<file path="src/rtl/branch_unit.sv">
// D-stage branch condition resolve, PC-indexed saturating-counter BHT predictor
// for F, and branch/misprediction statistics counters.
module branch_unit #(
  parameter int unsigned WIDTH     = 32,
  parameter int unsigned BHT_DEPTH = 64,
  parameter int unsigned CTR_BITS  = 2,
  parameter int unsigned STAT_BITS = 32
) (
  input  logic                 clk,
  input  logic                 reset,
  input  logic [WIDTH-1:0]     PcF,
  output logic                 PredTakenF,
  input  logic                 ValidD,
  input  logic                 StallD,
  input  logic [5:0]           OpD,
  input  logic [4:0]           RtD,
  input  logic [WIDTH-1:0]     RsDataD,
  input  logic [WIDTH-1:0]     RtDataD,
  input  logic [WIDTH-1:0]     PcD,
  input  logic                 PredTakenD,
  output logic                 IsBranchD,
  output logic                 ConditionD,
  output logic                 MispredictD,
  output logic [STAT_BITS-1:0] BranchCount,
  output logic [STAT_BITS-1:0] MispredCount
);

  localparam int unsigned IDX = $clog2(BHT_DEPTH);
  localparam logic [CTR_BITS-1:0] CTR_WNT = CTR_BITS'((1 << (CTR_BITS - 1)) - 1);
  localparam logic [CTR_BITS-1:0] CTR_MAX = '1;
  localparam logic [STAT_BITS-1:0] STAT_MAX = '1;

  localparam logic [5:0] OP_REGIMM = 6'b000001;
  localparam logic [5:0] OP_BEQ    = 6'b000100;
  localparam logic [5:0] OP_BNE    = 6'b000101;
  localparam logic [5:0] OP_BLEZ   = 6'b000110;
  localparam logic [5:0] OP_BGTZ   = 6'b000111;
  localparam logic [5:0] OP_BBT    = 6'b111111;

  logic [CTR_BITS-1:0]  bht_q [BHT_DEPTH];
  logic [CTR_BITS-1:0]  bht_d;
  logic [STAT_BITS-1:0] branch_cnt_q, branch_cnt_d;
  logic [STAT_BITS-1:0] mispred_cnt_q, mispred_cnt_d;
  logic [IDX-1:0]       lu_idx, upd_idx;
  logic [WIDTH-1:0]     bbt_shift;
  logic                 rs_neg, rs_zero, res;
  logic                 unused_pc;

  // PC bits outside the index field are intentionally ignored
  assign unused_pc = ^{PcF, PcD};
  assign lu_idx    = IDX'(PcF >> 2);
  assign upd_idx   = IDX'(PcD >> 2);

  assign rs_neg    = RsDataD[WIDTH-1];
  assign rs_zero   = (RsDataD == '0);
  // Shift-out yields 0 for any bit position at or beyond WIDTH
  assign bbt_shift = RsDataD >> RtD;

  always_comb begin
    IsBranchD  = 1'b0;
    ConditionD = 1'b0;
    unique case (OpD)
      OP_BEQ:  begin IsBranchD = 1'b1; ConditionD = (RsDataD == RtDataD); end
      OP_BNE:  begin IsBranchD = 1'b1; ConditionD = (RsDataD != RtDataD); end
      OP_BLEZ: begin IsBranchD = 1'b1; ConditionD = rs_neg | rs_zero; end
      OP_BGTZ: begin IsBranchD = 1'b1; ConditionD = ~rs_neg & ~rs_zero; end
      OP_BBT:  begin IsBranchD = 1'b1; ConditionD = bbt_shift[0]; end
      OP_REGIMM: begin
        if (RtD == 5'd0) begin
          IsBranchD  = 1'b1;
          ConditionD = rs_neg;
        end else if (RtD == 5'd1) begin
          IsBranchD  = 1'b1;
          ConditionD = ~rs_neg;
        end
      end
      default: ;
    endcase
  end

  assign res         = IsBranchD & ValidD & ~StallD;
  assign MispredictD = res & (ConditionD != PredTakenD);
  assign PredTakenF  = bht_q[lu_idx][CTR_BITS-1];

  // Next counter value for the resolving entry, saturating both ways
  always_comb begin
    bht_d = bht_q[upd_idx];
    if (ConditionD) begin
      if (bht_q[upd_idx] != CTR_MAX) bht_d = bht_q[upd_idx] + CTR_BITS'(1);
    end else begin
      if (bht_q[upd_idx] != '0) bht_d = bht_q[upd_idx] - CTR_BITS'(1);
    end
  end

  always_comb begin
    branch_cnt_d  = branch_cnt_q;
    mispred_cnt_d = mispred_cnt_q;
    if (res && branch_cnt_q != STAT_MAX) branch_cnt_d = branch_cnt_q + STAT_BITS'(1);
    if (MispredictD && mispred_cnt_q != STAT_MAX) mispred_cnt_d = mispred_cnt_q + STAT_BITS'(1);
  end

  always_ff @(posedge clk) begin
    if (reset) begin
      for (int i = 0; i < int'(BHT_DEPTH); i++) bht_q[i] <= CTR_WNT;
      branch_cnt_q  <= '0;
      mispred_cnt_q <= '0;
    end else begin
      if (res) bht_q[upd_idx] <= bht_d;
      branch_cnt_q  <= branch_cnt_d;
      mispred_cnt_q <= mispred_cnt_d;
    end
  end

  assign BranchCount  = branch_cnt_q;
  assign MispredCount = mispred_cnt_q;

endmodule

</file>
<file path="config.mk">
export PLATFORM = sky130hd
export DESIGN_NAME = branch_unit
export DESIGN_NICKNAME = d
export VERILOG_FILES = /design/src/rtl/branch_unit.sv
export SDC_FILE = /design/constraint.sdc
export NUM_CORES = 1
export LEC_CHECK = 0
export BUFFER_PORTS_ARGS = -buffer_cell sky130_fd_sc_hd__buf_2
export CAP_MARGIN = 5
export CORE_MARGIN = 2
export CORE_UTILIZATION = 40
export CTS_BUF_LIST = sky130_fd_sc_hd__clkbuf_8
export CTS_CLUSTER_DIAMETER = 60
export DETAILED_ROUTE_END_ITERATION = 16
export SLEW_MARGIN = 25
export SYNTH_ARGS = -nofsm -noshare
export SYNTH_HDL_FRONTEND = slang
export SYNTH_SLANG_ARGS = --single-unit
</file>
<file path="constraint.sdc">
create_clock -name clk -period 8.65 [get_ports clk]
set_clock_uncertainty 0.15 [all_clocks]
set_input_delay 1.73 -clock clk [delete_from_list [all_inputs] [get_ports clk]]
set_output_delay 1.73 -clock clk [all_outputs]
set_load 0.01 [all_outputs]
</file>
==> results of run 1 <==
## power breakdown
| group | internal, mW | total (mW) | switching (mW) | leakage, nW |
|---|---|---|---|---|
| Clock | 0.219 | 0.608 | 0.389 | 0.201 |
| Combinational | 0.0828 | 0.246 | 0.163 | 2.51 |
| Sequential | 0.988 | 0.996 | 0.00786 | 1.66 |
| Total | 1.29 | 1.85 | 0.560 | 4.37 |
## registers in the layout, summed over array words and instances (netlist names)
name and cells:
bht_q 128, BranchCount 32, MispredCount 32
## routing by layer
layer,track usage,vias up
li1,-,4643
met1,0.326,4903
met2,0.378,513
met3,0.0514,88
met4,0.0980,0
met5,0,-
## synthesized netlist by cell type, types with 5 or more instances
cell type / count
a21oi_1: 23
a221oi_1: 13
a22oi_1: 14
and2_1: 5
and3_1: 18
and4_1: 9
buf_1: 8
buf_2: 29
buf_4: 5
clkbuf_1: 59
dfxtp_1: 64
edfxtp_1: 128
inv_1: 11
mux2_2: 35
mux2i_1: 32
mux4_2: 28
nand2_1: 66
nand2b_1: 5
nand3_1: 109
nand4_1: 32
nor2_1: 98
nor2b_1: 27
nor3_1: 73
nor4_1: 19
o21ai_0: 42
o31ai_1: 36
o41ai_1: 6
or2_2: 5
or3_1: 10
or4_1: 10
xnor2_1: 9
xor2_1: 51
## worst paths after layout
path | startpoint | endpoint | slack [ns] | depth (start not counted)
setup / recovery | RtD[0] | MispredictD | 2.51 | 9
hold / removal | MispredCount[1] | MispredCount[1] | 0.37 | 2
setup reg to reg | bht_q[53][0] | bht_q[0][1] | 5.15 | 9
hold reg to reg | MispredCount[1] | MispredCount[1] | 0.37 | 2
## cells in the final DEF, fill, tap and decap left out, types with 5 or more instances in the layout
| cell | count |
|---|---|
| buf_2 | 159 |
| edfxtp_1 | 128 |
| nand3_1 | 109 |
| nor2_1 | 98 |
| nor3_1 | 73 |
| nand2_1 | 65 |
| dfxtp_1 | 64 |
| xor2_1 | 51 |
| o21ai_0 | 42 |
| o31ai_1 | 36 |
| mux2_2 | 35 |
| nand4_1 | 32 |
| mux2i_1 | 32 |
| mux4_2 | 28 |
| nor2b_1 | 27 |
| a21oi_1 | 23 |
| nor4_1 | 18 |
| and3_1 | 18 |
| buf_4 | 18 |
| clkbuf_8 | 17 |
| a22oi_1 | 14 |
| a221oi_1 | 13 |
| inv_1 | 11 |
| or3_1 | 10 |
| or4_1 | 10 |
| and4_1 | 9 |
| xnor2_1 | 9 |
| o41ai_1 | 6 |
| inv_6 | 6 |
| or2_2 | 5 |
| nand2b_1 | 5 |
| and2_1 | 5 |
## cell families (layout without fill, tap and decap cells)
kind of cell,count (synthesis),in the layout,synth area share
buffers and inverters,115,222,0.0427
muxes,99,99,0.123
DFF,192,192,0.443
xor gates and xnor gates,60,60,0.0454
and+or+nand+nor,506,506,0.226
adders and majority gates,4,4,0.00389
AOI/OAI and AO/OA,189,189,0.117
## final cells by class
cell class / instances / area, µm² / area share
clock buffers: 17 / 234 / 0.0180
clock inverters: 15 / 160 / 0.0124
inverters: 13 / 48.8 / 0.00376
multi-input cells: 858 / 5990 / 0.462
flip-flops and latches: 192 / 5120 / 0.395
well taps: 384 / 480 / 0.0371
repair buffers: 177 / 931 / 0.0718
## tightest hold or removal path, cell delays in order (launching register included)
cell and delay (ns):
dfxtp_1 0.36, nand2_1 0.07, mux2i_1 0.06
==> impl_metrics.yaml, run 1 <==
setup_path:
  cp_max_fo: 12
  cp-start-kind: "primary input"
  cp_slowest_cell: "o21ai_0"
  max_stage_delay_ns: 0.61
  cp.arrival_ns: 4.26
  crit_top_cell: "buf_2"
  end_kind: "output pin"
  path_buf_inv: 2
  cp_cell_sequence: "buf_2, mux4_1, mux2_2, nand3_1, and4_4, o21ai_2, o21ai_0, a21oi_1, buf_2"
  crit_type: "in2out"
  cp_top_family: "multiplexers"
  required_ns: 6.77
worst_hold_path:
  hp-class: "reg2reg"
detailed_routing:
  highest_layer: "met4"
  dr_wl_met3_um: 3270
  routed-via-count: 10100
  drcViolationCount: 0
  drtIter0Drc: 1015
  routed_via_density: 6.13
  routed_wl_um: 36600
  drt_first_pass_iters: 5
  wl_met2_um: 16600
  m1WireLength_um: 15300
  ant_nets: 0
  wl_per_cell_um: 22.1
clock_tree:
  clkTransAtPathRegs_ns: 0.11
  cts_post_setup_buffers_inserted: 0
  clk_path_buf_depth: 2
  cts_resized: 0
  cts_hold_buf: 0
  clock_latency_ns: 0.49
  clock-root-buffer: "clkbuf_8"
  cts_tree: "yes"
  htreeDepth: 4
  clock-sinks: 192
  numCtsBuffers: 17
final_layout:
  drive_above_1_share: 0.233
  nNetsFinal: 1405
  syn_to_final_growth_pct: 11.9
  final-instance-count-excl-fill: 1656
  fin_area_mm2: 0.0130
  fillers: 2741
  antenna-diode-count: 0
  fin_util: 0.453
logic_synthesis:
  ys.flop_type: "edfxtp_1"
  synth_cell_types: 78
  synthArstFlopShare: 0
  netlist_instances: 1165
  syn-num-nets: 1311
  synth_warnings: 0
  ys_ff_latch: 192
  synth_top_area_share: 0.332
  synthesis.area_mm2: 0.0116
  synthTopCellsByArea: "edfxtp_1 33%, dfxtp_1 11%, mux4_2 5.4%, nand3_1 4.7%, xor2_1 3.9%"
  syn_avg_cell_area_um2: 9.94
  seq_area_frac_synth: 0.443
  synth-edff-count: 128
  yosysTopAreaCell: "edfxtp_1"
timing:
  setup_ws_ns: 2.51
  finalSetupTns_ns: 0
  timing.fmax_mhz: 163
  post-route-period-util: 0.710
  rsz0062_at_grt: "false"
  finalCriticalPeriod_ns: 6.14
  hold_viol: 0
  setup_viol: 0
  relSlewSlack: 0.356
  maxSlewViolCount: 0
  whs_ns: 0.369
  tightest_slew_ns: 0.959
floorplanning:
  rows: 62
  ios: 212
  die_area_mm2: 0.0303
  start_util: 0.405
  dieHeight_um: 174
  core_mm2: 0.0286
  dieWidth_um: 174
status:
  status: "finished clean"
placement:
  dp.cells: 1624
  place.gp.congestion: 0.864
  dp_slack_ns: 2.54
  io_buffer_count: 159
  place_hpwl_um: 24900
  placed_area_mm2: 0.0126
pwr:
  leakagePower_nw: 4.37
  power_density_mw_per_mm2: 143
  peakVddDrop_v: 0.000119
  total_power_mw: 1.85
global_route:
  antenna_found_initial: 0
  grt_pass1_wl_um: 57000
  grt_max_degree: 73
  grt_pass1_vias: 9911
  gr-total-overflow: 0
  track_usage: 0.241
flow_run:
  drv_cap: 0
(Power assumes the default switching activity.)
==> run 2: changes to the inputs <==
==> constraint.sdc (replaced) <==
create_clock -name clk -period 5 [get_ports clk]
set_clock_uncertainty 0.15 [all_clocks]
set_input_delay 1 -clock clk [delete_from_list [all_inputs] [get_ports clk]]
set_output_delay 1 -clock clk [all_outputs]
set_load 0.01 [all_outputs]
==> run 2 against run 1 <==
Net effect: cell area grew 1.7%; combinational power is 85% higher; worst setup slack worse by 1.9 ns; non-clock buffer count is 23 higher; cell count grew 1.4%; core utilization increased by 0.77 points; sequential power grew 73%; die area did not move; count of clock-buffer cells in the layout did not move; first-iteration DRC count rose by 4.6%.
==> impl_metrics.yaml, run 2 (synthesis results as in run 1) <==
detailed_routing:
  drt_first_pass_iters: 5
  routed_wl_um: 37000
  routed_via_density: 6.13
  routed-via-count: 10300
  ant_nets: 0
  wl_per_cell_um: 22.0
  drtIter0Drc: 1062
  drcViolationCount: 0
global_route:
  grt_pass1_wl_um: 57500
  grt_pass1_vias: 10000
  track_usage: 0.244
  busiest_layer: "met2"
  use_met3: 0.0451
  gr-total-overflow: 0
  use_met1: 0.322
  use_met2: 0.399
  grt_max_degree: 78
  antenna_found_initial: 0
pwr:
  total_power_mw: 3.24
  peakVddDrop_v: 0.000144
  clkPwrFrac: 0.328
  switching_share: 0.304
  leakagePower_nw: 4.51
  p_int_mw: 2.26
  power_density_mw_per_mm2: 246
  switchingPower_uw: 986
  seqPwrFrac: 0.531
  p_comb_frac: 0.140
setup_path:
  critPathLaunch: "PcF[2]"
  cp_top_family: "multiplexers"
  path_buf_inv: 3
  crit_type: "in2out"
  crit_top_cell: "mux4_2"
  cp_cell_sequence: "buf_2, buf_4, mux4_2, mux4_2, mux4_2, buf_2"
  end_kind: "output pin"
  cp-start-kind: "primary input"
  reg2reg_from: "MispredCount[13]"
  cp_slowest_cell: "mux4_2"
  required_ns: 3.85
  cp.arrival_ns: 3.27
  cp_max_fo: 11
  max_stage_delay_ns: 0.55
final_layout:
  largest_register: "bht_q"
  mostFrequentLayoutCells: "159 x buf_2, 128 x edfxtp_1, 109 x nand3_1, 98 x nor2_1, 72 x nor3_1"
  nNetsFinal: 1428
  antenna-diode-count: 0
  fillers: 2729
  largest_register_ffs: 128
  drive_above_1_share: 0.246
  final-instance-count-excl-fill: 1679
  mostFrequentLayoutCell: "buf_2"
  syn_to_final_growth_pct: 13.9
placement:
  place_hpwl_um: 25600
  dp.cells: 1647
  dp_slack_ns: 0.583
  io_buffer_count: 159
  place.gp.congestion: 0.872
floorplanning:
  rows: 62
  dieWidth_um: 174
  start_util: 0.405
  dieHeight_um: 174
  ios: 212
  die_area_mm2: 0.0303
  core_mm2: 0.0286
timing:
  relSlewSlack: 0.318
  tightest_slew_ns: 1.02
  finalCriticalPeriod_ns: 4.42
  hold_viol: 0
  finalSetupTns_ns: 0
  rsz0062_at_grt: "false"
  post-route-period-util: 0.883
  whs_ns: 0.354
  maxSlewViolCount: 0
  setup_ws_ns: 0.583
  timing.fmax_mhz: 226
  setup_viol: 0
flow_run:
  drv_cap: 0
clock_tree:
  clkTransAtPathRegs_ns: 0.12
  numCtsBuffers: 17
  cts_post_setup_buffers_inserted: 0
  clock-sinks: 192
  cts_hold_buf: 0
  cts_resized: 0
  htreeDepth: 4
  clk_path_buf_depth: 2
  clock_latency_ns: 0.49
  cts_tree: "yes"
  clock-root-buffer: "clkbuf_8"
worst_hold_path:
  holdCritStartpoint: "BranchCount[10]"
  hp-class: "reg2reg"
status:
  status: "finished clean"
==> run 2: tightest hold or removal path, delay by kind of cell, from the launching register on <==
family	cells	cell delay, ns
DFF	1	0.34
AOI/OAI and AO/OA	2	0.13
==> run 2: stage by stage <==
step / util / instance area [µm²]
2_1_floorplan: - / 11600
3_3_place_gp: 0.446 / 12800
3_5_place_dp: 0.446 / 12800
4_1_cts: 0.460 / 13200
5_1_grt: 0.461 / 13200
6_report: 0.461 / 13200
==> run 2: final timing paths <==
check,slack [ns],cells past startpoint,endpoint
worst min register to register,0.35,2,BranchCount[10]
worst min-delay path,0.35,2,BranchCount[10]
worst max register to register,1.83,8,MispredCount[2]
worst max-delay path,0.58,6,PredTakenF
==> run 2: per-layer routing <==
metal / wire length, µm / part of all wire / vias up
li1: - / - / 4682
met1: 15200 / 0.41 / 4962
met2: 17500 / 0.47 / 566
met3: 3110 / 0.084 / 80
met4: 1120 / 0.030 / 0
met5: 0 / 0 / -
==> run 2: area by class of cell <==
| type | count | area (µm²) | area share |
|---|---|---|---|
| clock buffer | 17 | 234 | 0.0177 |
| sequential | 192 | 5120 | 0.389 |
| inverter | 13 | 48.8 | 0.00370 |
| timing repair buffer | 200 | 1150 | 0.0875 |
| tap | 384 | 480 | 0.0364 |
| clock inverter | 15 | 166 | 0.0126 |
| multi-input combinational | 858 | 5980 | 0.453 |
==> run 2: power by group through the flow <==
stage	clock (mW)	sequential [mW]	combinational, mW
6_report	1.06	1.72	0.455
5_1_grt	1.14	1.73	0.485
4_1_cts	1.07	1.72	0.449
3_5_place_dp	0	1.76	0.448
3_3_place_gp	0	1.76	0.442
2_1_floorplan	0	1.75	0.280
==> run 3: changes to the inputs <==
--- a/config.mk
+++ b/config.mk
@@ -7,11 +7,13 @@
 export LEC_CHECK = 0
 export BUFFER_PORTS_ARGS = -buffer_cell sky130_fd_sc_hd__buf_2
 export CAP_MARGIN = 5
+export CORE_ASPECT_RATIO = 0.9
 export CORE_MARGIN = 2
 export CORE_UTILIZATION = 40
 export CTS_BUF_LIST = sky130_fd_sc_hd__clkbuf_8
 export CTS_CLUSTER_DIAMETER = 60
 export DETAILED_ROUTE_END_ITERATION = 16
+export PLACE_DENSITY_LB_ADDON = 0.3
 export SLEW_MARGIN = 25
 export SYNTH_ARGS = -nofsm -noshare
 export SYNTH_HDL_FRONTEND = slang
==> run 3 against run 2 <==
Net effect: clock power is essentially flat; hold slack gained 0.011 ns; wire length grew 1.1%; power is essentially flat; combinational power shrank 2%; first-iteration DRC count grew 7.4%; global-route usage grew 0.19 points; register-to-register slack lost 0.05 ns; critical path depth grew 3; die area is essentially flat; non-clock buffer count shrank 1; critical path type unchanged; largest cell class unchanged.
==> impl_metrics.yaml, run 3 (synthesis results as in run 1) <==
clock_tree:
  cts_tree: "yes"
  cts_post_setup_buffers_inserted: 0
  numCtsBuffers: 17
  clock-sinks: 192
  clock_latency_ns: 0.48
  clkTransAtPathRegs_ns: 0.10
  cts_hold_buf: 0
  htreeDepth: 4
  cts_resized: 0
  clk_path_buf_depth: 2
  clock-root-buffer: "clkbuf_8"
setup_path:
  cp_top_family: "simple AND/OR/NAND/NOR gates"
  cp_max_fo: 7
  end_kind: "output pin"
  required_ns: 3.85
  crit_type: "in2out"
  cp_cell_sequence: "buf_2, xor2_1, nor4_1, nand4_1, or3_1, nand3_1, o21ai_0, a21oi_1, buf_2"
  max_stage_delay_ns: 0.52
  cp_slowest_cell: "nor4_1"
  path_buf_inv: 2
  cp.arrival_ns: 3.29
  cp-start-kind: "primary input"
  r2r_slack_ns: 1.78
  crit_top_cell: "buf_2"
detailed_routing:
  wl_per_cell_um: 22.5
  routed_via_density: 6.22
  routed_wl_um: 37400
  drcViolationCount: 0
  drt_first_pass_iters: 5
  drtIter0Drc: 1141
  ant_nets: 0
  routed-via-count: 10300
final_layout:
  regArea_mm2: 0.00512
  fin_util: 0.457
  mostFrequentLayoutCells: "159 x buf_2, 128 x edfxtp_1, 109 x nand3_1, 98 x nor2_1, 73 x nor3_1"
  largest_register_ffs: 128
  drive_above_1_share: 0.244
  mostFrequentLayoutCell: "buf_2"
  fillers: 2700
  largest_register: "bht_q"
  nNetsFinal: 1427
  multi_input_area_mm2: 0.00599
  syn_to_final_growth_pct: 13.4
placement:
  place_hpwl_um: 25800
  io_buffer_count: 159
  place.gp.congestion: 0.921
pwr:
  leakagePower_nw: 4.47
  peakVddDrop_v: 0.000172
  power_density_mw_per_mm2: 247
  total_power_mw: 3.24
floorplanning:
  rows: 59
  die_area_mm2: 0.0303
  dieHeight_um: 165
  core_mm2: 0.0287
  dieWidth_um: 183
  start_util: 0.403
  ios: 212
timing:
  finalCriticalPeriod_ns: 4.44
  tightest_slew_ns: 0.932
  post-route-period-util: 0.887
  finalSetupTns_ns: 0
  rsz0062_at_grt: "false"
  setup_viol: 0
  timing.fmax_mhz: 225
  relSlewSlack: 0.377
  maxSlewViolCount: 0
  hold_viol: 0
global_route:
  grt_pass1_wl_um: 56400
  grt_max_degree: 64
  antenna_found_initial: 3
  gr-total-overflow: 0
  track_usage: 0.245
  grt_pass1_vias: 9668
worst_hold_path:
  hp-class: "reg2reg"
flow_run:
  drv_cap: 0
status:
  status: "finished clean"
==> run 3: cell count changes in the layout (fill, tap and decap cells not counted), sizes merged <==
| cell | before | now |
|---|---|---|
| bufinv | 0 | 3 |
| diode | 0 | 1 |
| inv | 21 | 16 |
| clkinvlp | 0 | 5 |
| clkinv | 7 | 4 |
| buf | 200 | 199 |
==> run 3: worst register-to-register path, cell delays in order, from the launching register on <==
cell and delay, ns:
dfxtp_1 0.47, and4_1 0.38, nand4_1 0.24, nor3_1 0.51, and3_1 0.38, nor3_1 0.10
o21ai_1 0.37, a21boi_0 0.21, mux2_2 0.31
==> run 3: area by class of cell <==
class,count,area share
clock buffers,17,0.0178
multi-input cells,858,0.456
well taps,366,0.0349
repair buffers,199,0.0844
clock inverters,15,0.0127
flip-flops and latches,192,0.390
inverters,13,0.00372
diodes,1,0.000191
==> run 3: worst paths after layout <==
path                                  startpoint               to  cells past startpoint
worst min register to register   BranchCount[10]  BranchCount[10]                      2
worst max-delay path                 RsDataD[23]      MispredictD                      9
worst max register to register  MispredCount[13]  MispredCount[2]                      8
worst min-delay path             BranchCount[10]  BranchCount[10]                      2
==> run 3: power breakdown <==
part | internal, mW | switching, mW
clock network | 0.491 | 0.582
registers | 1.71 | 0.0135
logic | 0.155 | 0.290
==> run 3: routing by layer <==
metal,share of wire,wire length (µm),vias up,track usage
met1,0.41,15200,5004,0.316
met5,0,0,-,0
li1,-,-,4689,-
met3,0.099,3700,79,0.0656
met2,0.46,17300,557,0.402
met4,0.031,1150,0,0.0847
==> run 3: stage by stage <==
step / instance area [µm²] / hold slack (ns) / setup WS (ns) / instances
6_report: 13100 / 0.365 / 0.564 / 1661
3_5_place_dp: 12700 / 0.345 / 0.624 / 1628
2_1_floorplan: 11600 / 0.361 / 0.410 / 1165
5_1_grt: 13100 / 0.395 / 0.453 / 1661
4_1_cts: 13100 / 0.362 / 0.610 / 1660
3_3_place_gp: 12700 / 0.331 / 0.606 / 1628
